--- src/rtl/dff_bank_arbiter_if.sv ---
// rtl/dff_bank_arbiter_if.sv - requester/arbiter bundle for the two-client DFF bank arbiter
interface dff_bank_arbiter_if #(
  parameter int WIDTH = 8,
  parameter int AW    = 3
);
  logic             req_a;
  logic             we_a;
  logic [AW-1:0]    addr_a;
  logic [WIDTH-1:0] wdata_a;
  logic             req_b;
  logic             we_b;
  logic [AW-1:0]    addr_b;
  logic [WIDTH-1:0] wdata_b;
  logic             gnt_a;
  logic             gnt_b;
  logic             done_a;
  logic             done_b;
  logic [WIDTH-1:0] rdata;
  logic             busy;

  modport master (
    output req_a, we_a, addr_a, wdata_a,
    output req_b, we_b, addr_b, wdata_b,
    input  gnt_a, gnt_b, done_a, done_b, rdata, busy
  );

  modport slave (
    input  req_a, we_a, addr_a, wdata_a,
    input  req_b, we_b, addr_b, wdata_b,
    output gnt_a, gnt_b, done_a, done_b, rdata, busy
  );
endinterface

--- src/rtl/dff_bank_arbiter.sv ---
// rtl/dff_bank_arbiter.sv - round-robin two-requester arbiter over a store-enabled DFF word bank
module dff_bank_arbiter #(
  parameter int WIDTH = 8,
  parameter int AW    = 3
) (
  input logic               clk,
  input logic               rst_n,
  dff_bank_arbiter_if.slave bus
);
  localparam int DEPTH = 2 ** AW;

  // GRANT, ACCESS and RESP form the fixed three-cycle busy window of every access
  typedef enum logic [1:0] {IDLE, GRANT, ACCESS, RESP} state_t;

  state_t           state, state_d;
  logic             last_b, last_b_d;
  logic             win_b;
  logic             we_q;
  logic [AW-1:0]    addr_q;
  logic [WIDTH-1:0] wdata_q;
  logic [WIDTH-1:0] rdata_q;
  logic             gnt_a_q, gnt_b_q, done_a_q, done_b_q, busy_q;
  logic             gnt_a_d, gnt_b_d, done_a_d, done_b_d, busy_d;
  logic             latch, pick_b, rd_en;
  logic [DEPTH-1:0] store_en;
  logic [WIDTH-1:0] bank [DEPTH];

  always_comb begin
    state_d  = state;
    last_b_d = last_b;
    latch    = 1'b0;
    pick_b   = 1'b0;
    rd_en    = 1'b0;
    store_en = '0;
    gnt_a_d  = 1'b0;
    gnt_b_d  = 1'b0;
    done_a_d = 1'b0;
    done_b_d = 1'b0;
    case (state)
      IDLE: begin
        // on a tie the requester that was not served last wins
        pick_b = bus.req_b && (!bus.req_a || !last_b);
        if (bus.req_a || bus.req_b) begin
          latch   = 1'b1;
          gnt_a_d = !pick_b;
          gnt_b_d = pick_b;
          state_d = GRANT;
        end
      end
      GRANT: state_d = ACCESS;
      ACCESS: begin
        if (we_q) store_en[addr_q] = 1'b1;
        else      rd_en = 1'b1;
        done_a_d = !win_b;
        done_b_d = win_b;
        state_d  = RESP;
      end
      RESP: begin
        last_b_d = win_b;
        state_d  = IDLE;
      end
      default: state_d = IDLE;
    endcase
    busy_d = (state_d != IDLE);
  end

  always_ff @(posedge clk) begin
    if (!rst_n) begin
      state    <= IDLE;
      last_b   <= 1'b1;
      win_b    <= 1'b0;
      we_q     <= 1'b0;
      addr_q   <= '0;
      wdata_q  <= '0;
      rdata_q  <= '0;
      gnt_a_q  <= 1'b0;
      gnt_b_q  <= 1'b0;
      done_a_q <= 1'b0;
      done_b_q <= 1'b0;
      busy_q   <= 1'b0;
    end else begin
      state    <= state_d;
      last_b   <= last_b_d;
      gnt_a_q  <= gnt_a_d;
      gnt_b_q  <= gnt_b_d;
      done_a_q <= done_a_d;
      done_b_q <= done_b_d;
      busy_q   <= busy_d;
      if (latch) begin
        win_b   <= pick_b;
        we_q    <= pick_b ? bus.we_b    : bus.we_a;
        addr_q  <= pick_b ? bus.addr_b  : bus.addr_a;
        wdata_q <= pick_b ? bus.wdata_b : bus.wdata_a;
      end
      if (rd_en) rdata_q <= bank[addr_q];
    end
  end

  for (genvar i = 0; i < DEPTH; i++) begin : g_word
    always_ff @(posedge clk) begin
      if (!rst_n)           bank[i] <= '0;
      else if (store_en[i]) bank[i] <= wdata_q;
    end
  end

  assign bus.gnt_a  = gnt_a_q;
  assign bus.gnt_b  = gnt_b_q;
  assign bus.done_a = done_a_q;
  assign bus.done_b = done_b_q;
  assign bus.rdata  = rdata_q;
  assign bus.busy   = busy_q;
endmodule

--- src/flat_wrapper.sv ---
// flat-port wrapper written by rule: the top's interface ports become plain ports
module dff_bank_arbiter_flat 
#(
  parameter int WIDTH = 8,
  parameter int AW    = 3
)
  (clk, rst_n, bus_req_a, bus_we_a, bus_addr_a, bus_wdata_a, bus_req_b, bus_we_b, bus_addr_b, bus_wdata_b, bus_gnt_a, bus_gnt_b, bus_done_a, bus_done_b, bus_rdata, bus_busy);
  dff_bank_arbiter_if #(.WIDTH(WIDTH), .AW(AW)) bus_i ();
  input logic clk;
  input logic rst_n;
  input wire logic [$bits(bus_i.req_a)-1:0] bus_req_a;
  input wire logic [$bits(bus_i.we_a)-1:0] bus_we_a;
  input wire logic [$bits(bus_i.addr_a)-1:0] bus_addr_a;
  input wire logic [$bits(bus_i.wdata_a)-1:0] bus_wdata_a;
  input wire logic [$bits(bus_i.req_b)-1:0] bus_req_b;
  input wire logic [$bits(bus_i.we_b)-1:0] bus_we_b;
  input wire logic [$bits(bus_i.addr_b)-1:0] bus_addr_b;
  input wire logic [$bits(bus_i.wdata_b)-1:0] bus_wdata_b;
  output wire logic [$bits(bus_i.gnt_a)-1:0] bus_gnt_a;
  output wire logic [$bits(bus_i.gnt_b)-1:0] bus_gnt_b;
  output wire logic [$bits(bus_i.done_a)-1:0] bus_done_a;
  output wire logic [$bits(bus_i.done_b)-1:0] bus_done_b;
  output wire logic [$bits(bus_i.rdata)-1:0] bus_rdata;
  output wire logic [$bits(bus_i.busy)-1:0] bus_busy;
  assign bus_i.req_a = bus_req_a;
  assign bus_i.we_a = bus_we_a;
  assign bus_i.addr_a = bus_addr_a;
  assign bus_i.wdata_a = bus_wdata_a;
  assign bus_i.req_b = bus_req_b;
  assign bus_i.we_b = bus_we_b;
  assign bus_i.addr_b = bus_addr_b;
  assign bus_i.wdata_b = bus_wdata_b;
  assign bus_gnt_a = bus_i.gnt_a;
  assign bus_gnt_b = bus_i.gnt_b;
  assign bus_done_a = bus_i.done_a;
  assign bus_done_b = bus_i.done_b;
  assign bus_rdata = bus_i.rdata;
  assign bus_busy = bus_i.busy;
  dff_bank_arbiter #(.WIDTH(WIDTH), .AW(AW)) u_core (.clk(clk), .rst_n(rst_n), .bus(bus_i));
endmodule
--- config.mk ---
export PLATFORM = sky130hd
export DESIGN_NAME = dff_bank_arbiter_flat
export DESIGN_NICKNAME = d
export VERILOG_FILES = /design/src/rtl/dff_bank_arbiter_if.sv /design/src/rtl/dff_bank_arbiter.sv /design/src/flat_wrapper.sv
export SDC_FILE = /design/constraint.sdc
export NUM_CORES = 1
export LEC_CHECK = 0
export ABC_AREA = 1
export ABC_CLOCK_PERIOD_IN_PS = 1980
export CAP_MARGIN = 20
export CORE_UTILIZATION = 35
export CTS_BUF_LIST = sky130_fd_sc_hd__clkbuf_2 sky130_fd_sc_hd__clkbuf_4 sky130_fd_sc_hd__clkbuf_8
export CTS_CLUSTER_DIAMETER = 30
export DETAILED_ROUTE_END_ITERATION = 12
export PLACE_DENSITY = 0.65
export RECOVER_POWER = 50
export SKIP_LAST_GASP = 1
export SLEW_MARGIN = 10
export SYNTH_ARGS = -nofsm -noshare
export SYNTH_HDL_FRONTEND = slang
export SYNTH_SLANG_ARGS = --single-unit
--- constraint.sdc ---
create_clock -name clk -period 1.98 [get_ports clk]
set_input_delay 0.198 -clock clk [delete_from_list [all_inputs] [get_ports clk]]
set_output_delay 0.198 -clock clk [all_outputs]
set_load 0.005 [all_outputs]
==> summary.txt <==
STA
  – Final Skew: 9.87 ps
  – RSZ-0062 raised after global routing: no
  – Max-slew violations: 0
  – Final min period: 1690 ps
  – Final hold viol count: 0
  – Max Clk Rate: 0.591 GHz
  – Setup violators final: 0
  – WHS: 472 ps
  – Slew at the pin with the worst max-slew slack: 768 ps
  – Final Cycle Share: 0.855
  – Final worst slack: 288 ps
  – Slew Limit Headroom: 0.488
  – Final TNS setup: 0 ps

Setup path
  – Worst path cell trace: inv_1 > ha_1 > nand2_1 > nor2_8 > nand2_1 > nand2_1
  – Most common cell on crit path: nand2_1
  – Crit path launch type: flop
  – CP peak stage delay: 320 ps
  – CP required: about 2000 ps
  – Critical path class: reg -> reg
  – CP max stage cell: dfxtp_1
  – CP Max Fanout: 8
  – Crit. End Element: flop
  – CP arrival: between 1500 and 2000 ps
  – R2R cell count: 6

Detailed routing
  – # DRC: 0
  – Max Used Layer: met4
  – Total Routed Length: 9690 µm
  – Met3 WL: 605 µm
  – Detailed Route Iter0 Violations: 231
  – Routed Antenna Nets: 0
  – Via count: 3261
  – First-pass iteration count of the detailed router: 5
  – Vias per inst: 4.56
  – Met1 WL: between 4000 and 5000 µm
  – Wire length per cell: about 14 µm
  – Met2 wire len: 4570 µm

Clock tree
  – Clock Sinks: 93
  – Clock-pin slew on the worst setup and hold paths: about 90 ps
  – TritonCTS clock tree: built
  – H-Tree Level Count: 3
  – CTS Buffer Depth: 2
  – Post-CTS setup buffers: 0
  – Post-CTS resize count: 0
  – Cts hold-fix bufs: 0
  – Num CTS Buffers: 9
  – Root Driver: clkbuf_8
  – Clock latency on the worst-skew pair: around 370 ps

Pwr
  – Power density over the cells: 1100 mW/mm²
  – Leakage: 2.14 nW
  – Worst vdd ir: 0.496 mV

Placement
  – Pre-CTS setup slack: 218 ps
  – Placed Area: 0.00499 mm²
  – GP Congestion: 0.814
  – Detailed-placement wirelength estimate: 6930 µm
  – Port Buffers: 40

Finish
  – Area of the multi-input gates: 0.00137 mm²
  – Register Area: 0.00250 mm²
  – FILL cells: 1258
  – Area added between synthesis and finish: 14.6%
  – Post-route cell area: 0.00509 mm²
  – Layout cell share with drive strength beyond 1: 0.0731
  – Diode count: 0
  – NumNets Final: 574

Global route
  – Vias in the first global route: 3152
  – Largest net degree at the start of global routing: 28
  – Antenna violations before repair: 0
  – Total grt overflow: 0
  – First-pass GRT wire length: 15700 µm
  – All-Layer GR Usage: 0.162

Floorplan
  – # IOs: 41
  – Core ar.: 0.0122 mm²
  – Core Rows: 40
  – Initial Utilization: 0.364
  – Die Wd: 115 µm
  – Die H: 115 µm
  – Die area: roughly 0.013 mm²

Status
  – Status: finished, final reports clean

Synthesis
  – Synth unique cells: 26
  – Netlist Area Pre-Place: 0.00444 mm²
  – Syn_area_per_cell: 8.87 µm²
  – Post-Synth Simple-Gate Area: 0.261
  – Compound-Gate Fraction of Synth Area: 0.0608
  – Adder-Cell Fraction of Synth Area: 0.0113
  – Syn_nets: 533
  – Sequential share of the synthesized area: 0.563
  – Synth Area in XOR/XNOR: 0
  – Largest family of logic cells by synthesized area: simple AND/OR/NAND/NOR gates
  – Synthesis-stage register bit count: 93
  – YS warnings: 0
  – Post-Syn Instances: 501
  – Post-synthesis mux area share: 0

Hold path
  – Hold Path Class: reg -> reg
  – Hold Path Depth: 2

Run
  – Max-cap viol count: 0
[cell families after synthesis]
kind of cell | after synthesis
and+or+nand+nor | 244
DFF | 93
AOI/OAI and AO/OA | 54
adders and majority gates | 4
buffers and inverters | 106
[cells in the final DEF (no fill, tap or decap), drive strengths merged]
master          n
nor2           97
nor3            1
nand3          46
ha              4
and3            2
buf             8
edfxtp         64
dlygate4sd3    13
a21oi          14
clkinvlp        1
or2             4
clkbuf         13
o21ai          40
bufinv          2
clkinv          2
clkdlybuf4s50  26
dfxtp          29
inv            87
nand2          94
[per-stage QoR]
step                      utilization  total power, mW  std cells
after floorplan                     -             3.72        501
after global placement          0.408             4.30        699
after detailed placement        0.408             4.33        699
after CTS                       0.426             5.71        715
after global routing            0.417             5.94        715
final                           0.417             5.58        715
[registers in the layout, summed over array words and instances, names as in the netlist, 2 cells and up]
signal / flops
u_core.bank: 64
u_core.bus.rdata: 8
u_core.wdata_q: 8
u_core.addr_q: 3
u_core.state: 2
[worst max-delay path: cells and delay by family (launching register included)]
family	cells	cell delay (ps)
adders and majority gates	1	250
buffers and inverters	1	120
DFF	1	320
and+or+nand+nor	4	670
[power breakdown]
part	switching, mW	total, mW	internal (mW)
registers	0.144	2.46	2.32
logic	1.16	1.73	0.571
clock network	0.650	1.38	0.733
[synth_stat cells]
| cell | count | area share |
|---|---|---|
| nand2_1 | 92 | 0.078 |
| nor2_1 | 92 | 0.078 |
| inv_1 | 82 | 0.069 |
| edfxtp_1 | 64 | 0.43 |
| o21ai_0 | 33 | 0.037 |
| nand3_1 | 31 | 0.035 |
| dfxtp_1 | 29 | 0.13 |
| a21oi_1 | 14 | 0.016 |
| nand3_4 | 8 | 0.032 |
| buf_2 | 7 | 0.0079 |
| nand3_2 | 7 | 0.016 |
| o21ai_1 | 7 | 0.0079 |
| buf_4 | 5 | 0.0085 |
| buf_6 | 4 | 0.010 |
| ha_1 | 4 | 0.011 |
| inv_2 | 4 | 0.0034 |
| clkbuf_1 | 3 | 0.0025 |
| nor2_2 | 3 | 0.0042 |
| and3_1 | 2 | 0.0028 |
| nand2_2 | 2 | 0.0028 |
| or2_0 | 2 | 0.0028 |
| or2_1 | 2 | 0.0028 |
| inv_4 | 1 | 0.0014 |
| nor2_4 | 1 | 0.0025 |
| nor2_8 | 1 | 0.0045 |
| nor3_1 | 1 | 0.0011 |
[final timing paths]
check	startpoint	endpoint	slack, ps
hold / removal	u_core.win_b$_SDFFE_PN0P_	u_core.bus.done_b$_SDFF_PN0_	470
setup reg to reg	u_core.state[0]$_SDFF_PN0_	u_core.bank[6][7]$_SDFFCE_PN0P_	290
hold reg to reg	u_core.win_b$_SDFFE_PN0P_	u_core.bus.done_b$_SDFF_PN0_	470
setup / recovery	u_core.state[0]$_SDFF_PN0_	u_core.bank[6][7]$_SDFFCE_PN0P_	290
[metal layers]
layer,vias up,GRT usage
met5,-,0
met4,0,0.0554
met3,11,0.0471
met2,103,0.263
met1,1490,0.208
li1,1657,-
[final cells by class]
type,instances,area share
clock buffers,11,0.0273
repair buffers,49,0.0900
flip-flops and latches,93,0.492
well taps,168,0.0413
multi-input cells,302,0.270
inverters,87,0.0647
clock inverters,5,0.0150
Power figures use the tool's default switching activity.
==> patch, RTL diff (config.mk and constraints unchanged) <==
`WIDTH` is set to 8 in 3 places; all go to 9.
--- a/src/rtl/dff_bank_arbiter_if.sv
+++ b/src/rtl/dff_bank_arbiter_if.sv
@@ -2,3 +2,3 @@
 interface dff_bank_arbiter_if #(
-  parameter int WIDTH = 8,
+  parameter int WIDTH = 9,
   parameter int AW    = 3
--- a/src/rtl/dff_bank_arbiter.sv
+++ b/src/rtl/dff_bank_arbiter.sv
@@ -2,3 +2,3 @@
 module dff_bank_arbiter #(
-  parameter int WIDTH = 8,
+  parameter int WIDTH = 9,
   parameter int AW    = 3
--- a/src/flat_wrapper.sv
+++ b/src/flat_wrapper.sv
@@ -3,3 +3,3 @@
 #(
-  parameter int WIDTH = 8,
+  parameter int WIDTH = 9,
   parameter int AW    = 3
Interface: changed (resized bus_rdata, bus_wdata_a and bus_wdata_b); port bits go from 41 to 44. No check against the original RTL was run, so the function may have changed too.
==> patch against the unedited design <==
Count of clock-buffer cells in the layout decreased by 2; first-iteration DRC count up 37%; sequential cell count increased by 10; design area increased by 9.0%; global-route usage fell by 0.36 points; wire length is 9.7% higher; synthesized area grew 6.9%; power is 7.2% higher; worst setup slack got worse by 0.089 ns; critical path depth rose by 2; largest cell class unchanged; largest power group unchanged; highest routed layer unchanged.
==> patch: results (changes against the unedited design) <==
cell family with most CP delay=buffers and inverters (was simple AND/OR/NAND/NOR gates); Clk pin slew, worst setup/hold paths=0.11 ns (was 0.09 ns); fill cell count=1340 (was 1258); WHS Path Cells=3 (was 2); Root Buffer=clkbuf_8 (unchanged); largest net degree at the start of global routing=43 (was 28); outcome=finished, final reports clean (unchanged); Via-to-Cell Ratio=4.74 (was 4.56); post-synthesis compound-gate area fraction=0.0674 (was 0.0608); first-pass GRT wire length=16800 um (was 15700 um); Layout Nets=624 (was 574); Arr. time, crit path=2.11 ns (was 1.73 ns); Post-synth EDFFs=72 (was 64); area post-placement=5390 um2 (was 4990 um2); Post-Synth XOR/XNOR Area=0 (unchanged); Max FO, Critical Path=31 (was 8); H-tree Lvls=3 (unchanged); Yosys cell types=23 (was 26); Inserted Clock Buffers=9 (unchanged); Post-Synth Adder-Cell Area=0.0105 (was 0.0113); Synthesis Warnings=0 (unchanged); post-synthesis mux area share=0 (unchanged); Final Non-Filler Cells=771 (was 715); cells after synthesis=545 (was 501); internal power=0.00378 W (was 0.00362 W); number of flip-flops in the largest register=72 (was 64); leakage power=2.32 nW (was 2.14 nW); port bufs=43 (was 40); Clk Latency, worst-skew pair=0.38 ns; setup bufs post-CTS=0 (unchanged); top cells by area, synth=edfxtp_1, dfxtp_1, nand2_1 (unchanged); post-place setup slack=0.179 ns (was 0.218 ns); Inst Count DP=755 (was 699); Post-synth top cells=nand2_1, nor2_1, inv_1 (unchanged); final setup margin=0.198 ns (was 0.288 ns); Hold Path Class=primary input to flip-flop (was flip-flop to flip-flop); Layout Skew=0.0152 ns (was 0.00987 ns); Mapped Nets=579 (was 533); gr usage total=0.159 (was 0.162); DRT iter0 DRCs=317 (was 231); HPWL after DPL=7500 um (was 6930 um); proportion of layout cells with a drive suffix above 1=0.0605 (was 0.0731); largest family of logic cells by synthesized area=simple AND/OR/NAND/NOR gates (unchanged); DRT Pass-1 Iters=5 (unchanged); Seq/Total Area, Yosys=0.586 (was 0.563); vias in the first global route=3329 (was 3152); Slew @ Worst Pin=0.495 ns (was 0.768 ns); clock tree buffer depth=2 (unchanged); VDD IR-drop max=0.000396 V (was 0.000496 V); r2r worst-path depth=8 (was 6); most flop-heavy register=u_core.bank (unchanged); slowest stage delay, CP=0.55 ns (was 0.32 ns); Post-Route WL=10600 um (was 9690 um); antenna violations before repair=0 (unchanged); gpl congestion=0.812 (was 0.814); DRC viols=0 (unchanged); setup TNS=0 ns (unchanged)
## patch: path summary, 6_finish.rpt
path / slack, ns / startpoint / endpoint
hold / removal: 0.46 / bus_wdata_b[8] / u_core.wdata_q[8]
setup reg to reg: 0.20 / u_core.addr_q[0] / u_core.bus.rdata[2]
hold reg to reg: 0.49 / u_core.win_b / u_core.bus.done_b
setup / recovery: 0.20 / u_core.addr_q[0] / u_core.bus.rdata[2]
## patch: layer usage
layer / GRT usage / routed length (um)
met1: 0.214 / 4700
met5: 0 / 0
met4: 0.0411 / 107
met2: 0.258 / 5160
met3: 0.0347 / 673
## patch: kinds of logic after synthesis
logic type                 Yosys count
buffers and inverters              112
DFF                                103
adders and majority gates            4
AOI/OAI and AO/OA                   62
and+or+nand+nor                    264
## patch: power groups by stage
stage | Sequential [W] | Combinational [W] | Clock [W]
after detailed placement | 0.00278 | 0.00194 | 0
after floorplan | 0.00273 | 0.00122 | 0
after global placement | 0.00276 | 0.00193 | 0
after global routing | 0.00276 | 0.00210 | 0.00148
final | 0.00272 | 0.00188 | 0.00139
after CTS | 0.00273 | 0.00194 | 0.00141
## patch: cell type report
| cell class | count | area, um2 | area share |
|---|---|---|---|
| flip-flops and latches | 103 | 2780 | 0.502 |
| repair buffers | 54 | 519 | 0.0936 |
| well taps | 176 | 220 | 0.0397 |
| inverters | 92 | 349 | 0.0629 |
| clock inverters | 7 | 85.1 | 0.0153 |
| multi-input cells | 330 | 1470 | 0.264 |
| clock buffers | 9 | 124 | 0.0223 |
## patch: timing repair
action,4_1_cts,5_1_grt
setup endpoints to repair,0,12
hold buffers,0,0
resized for setup,0,2
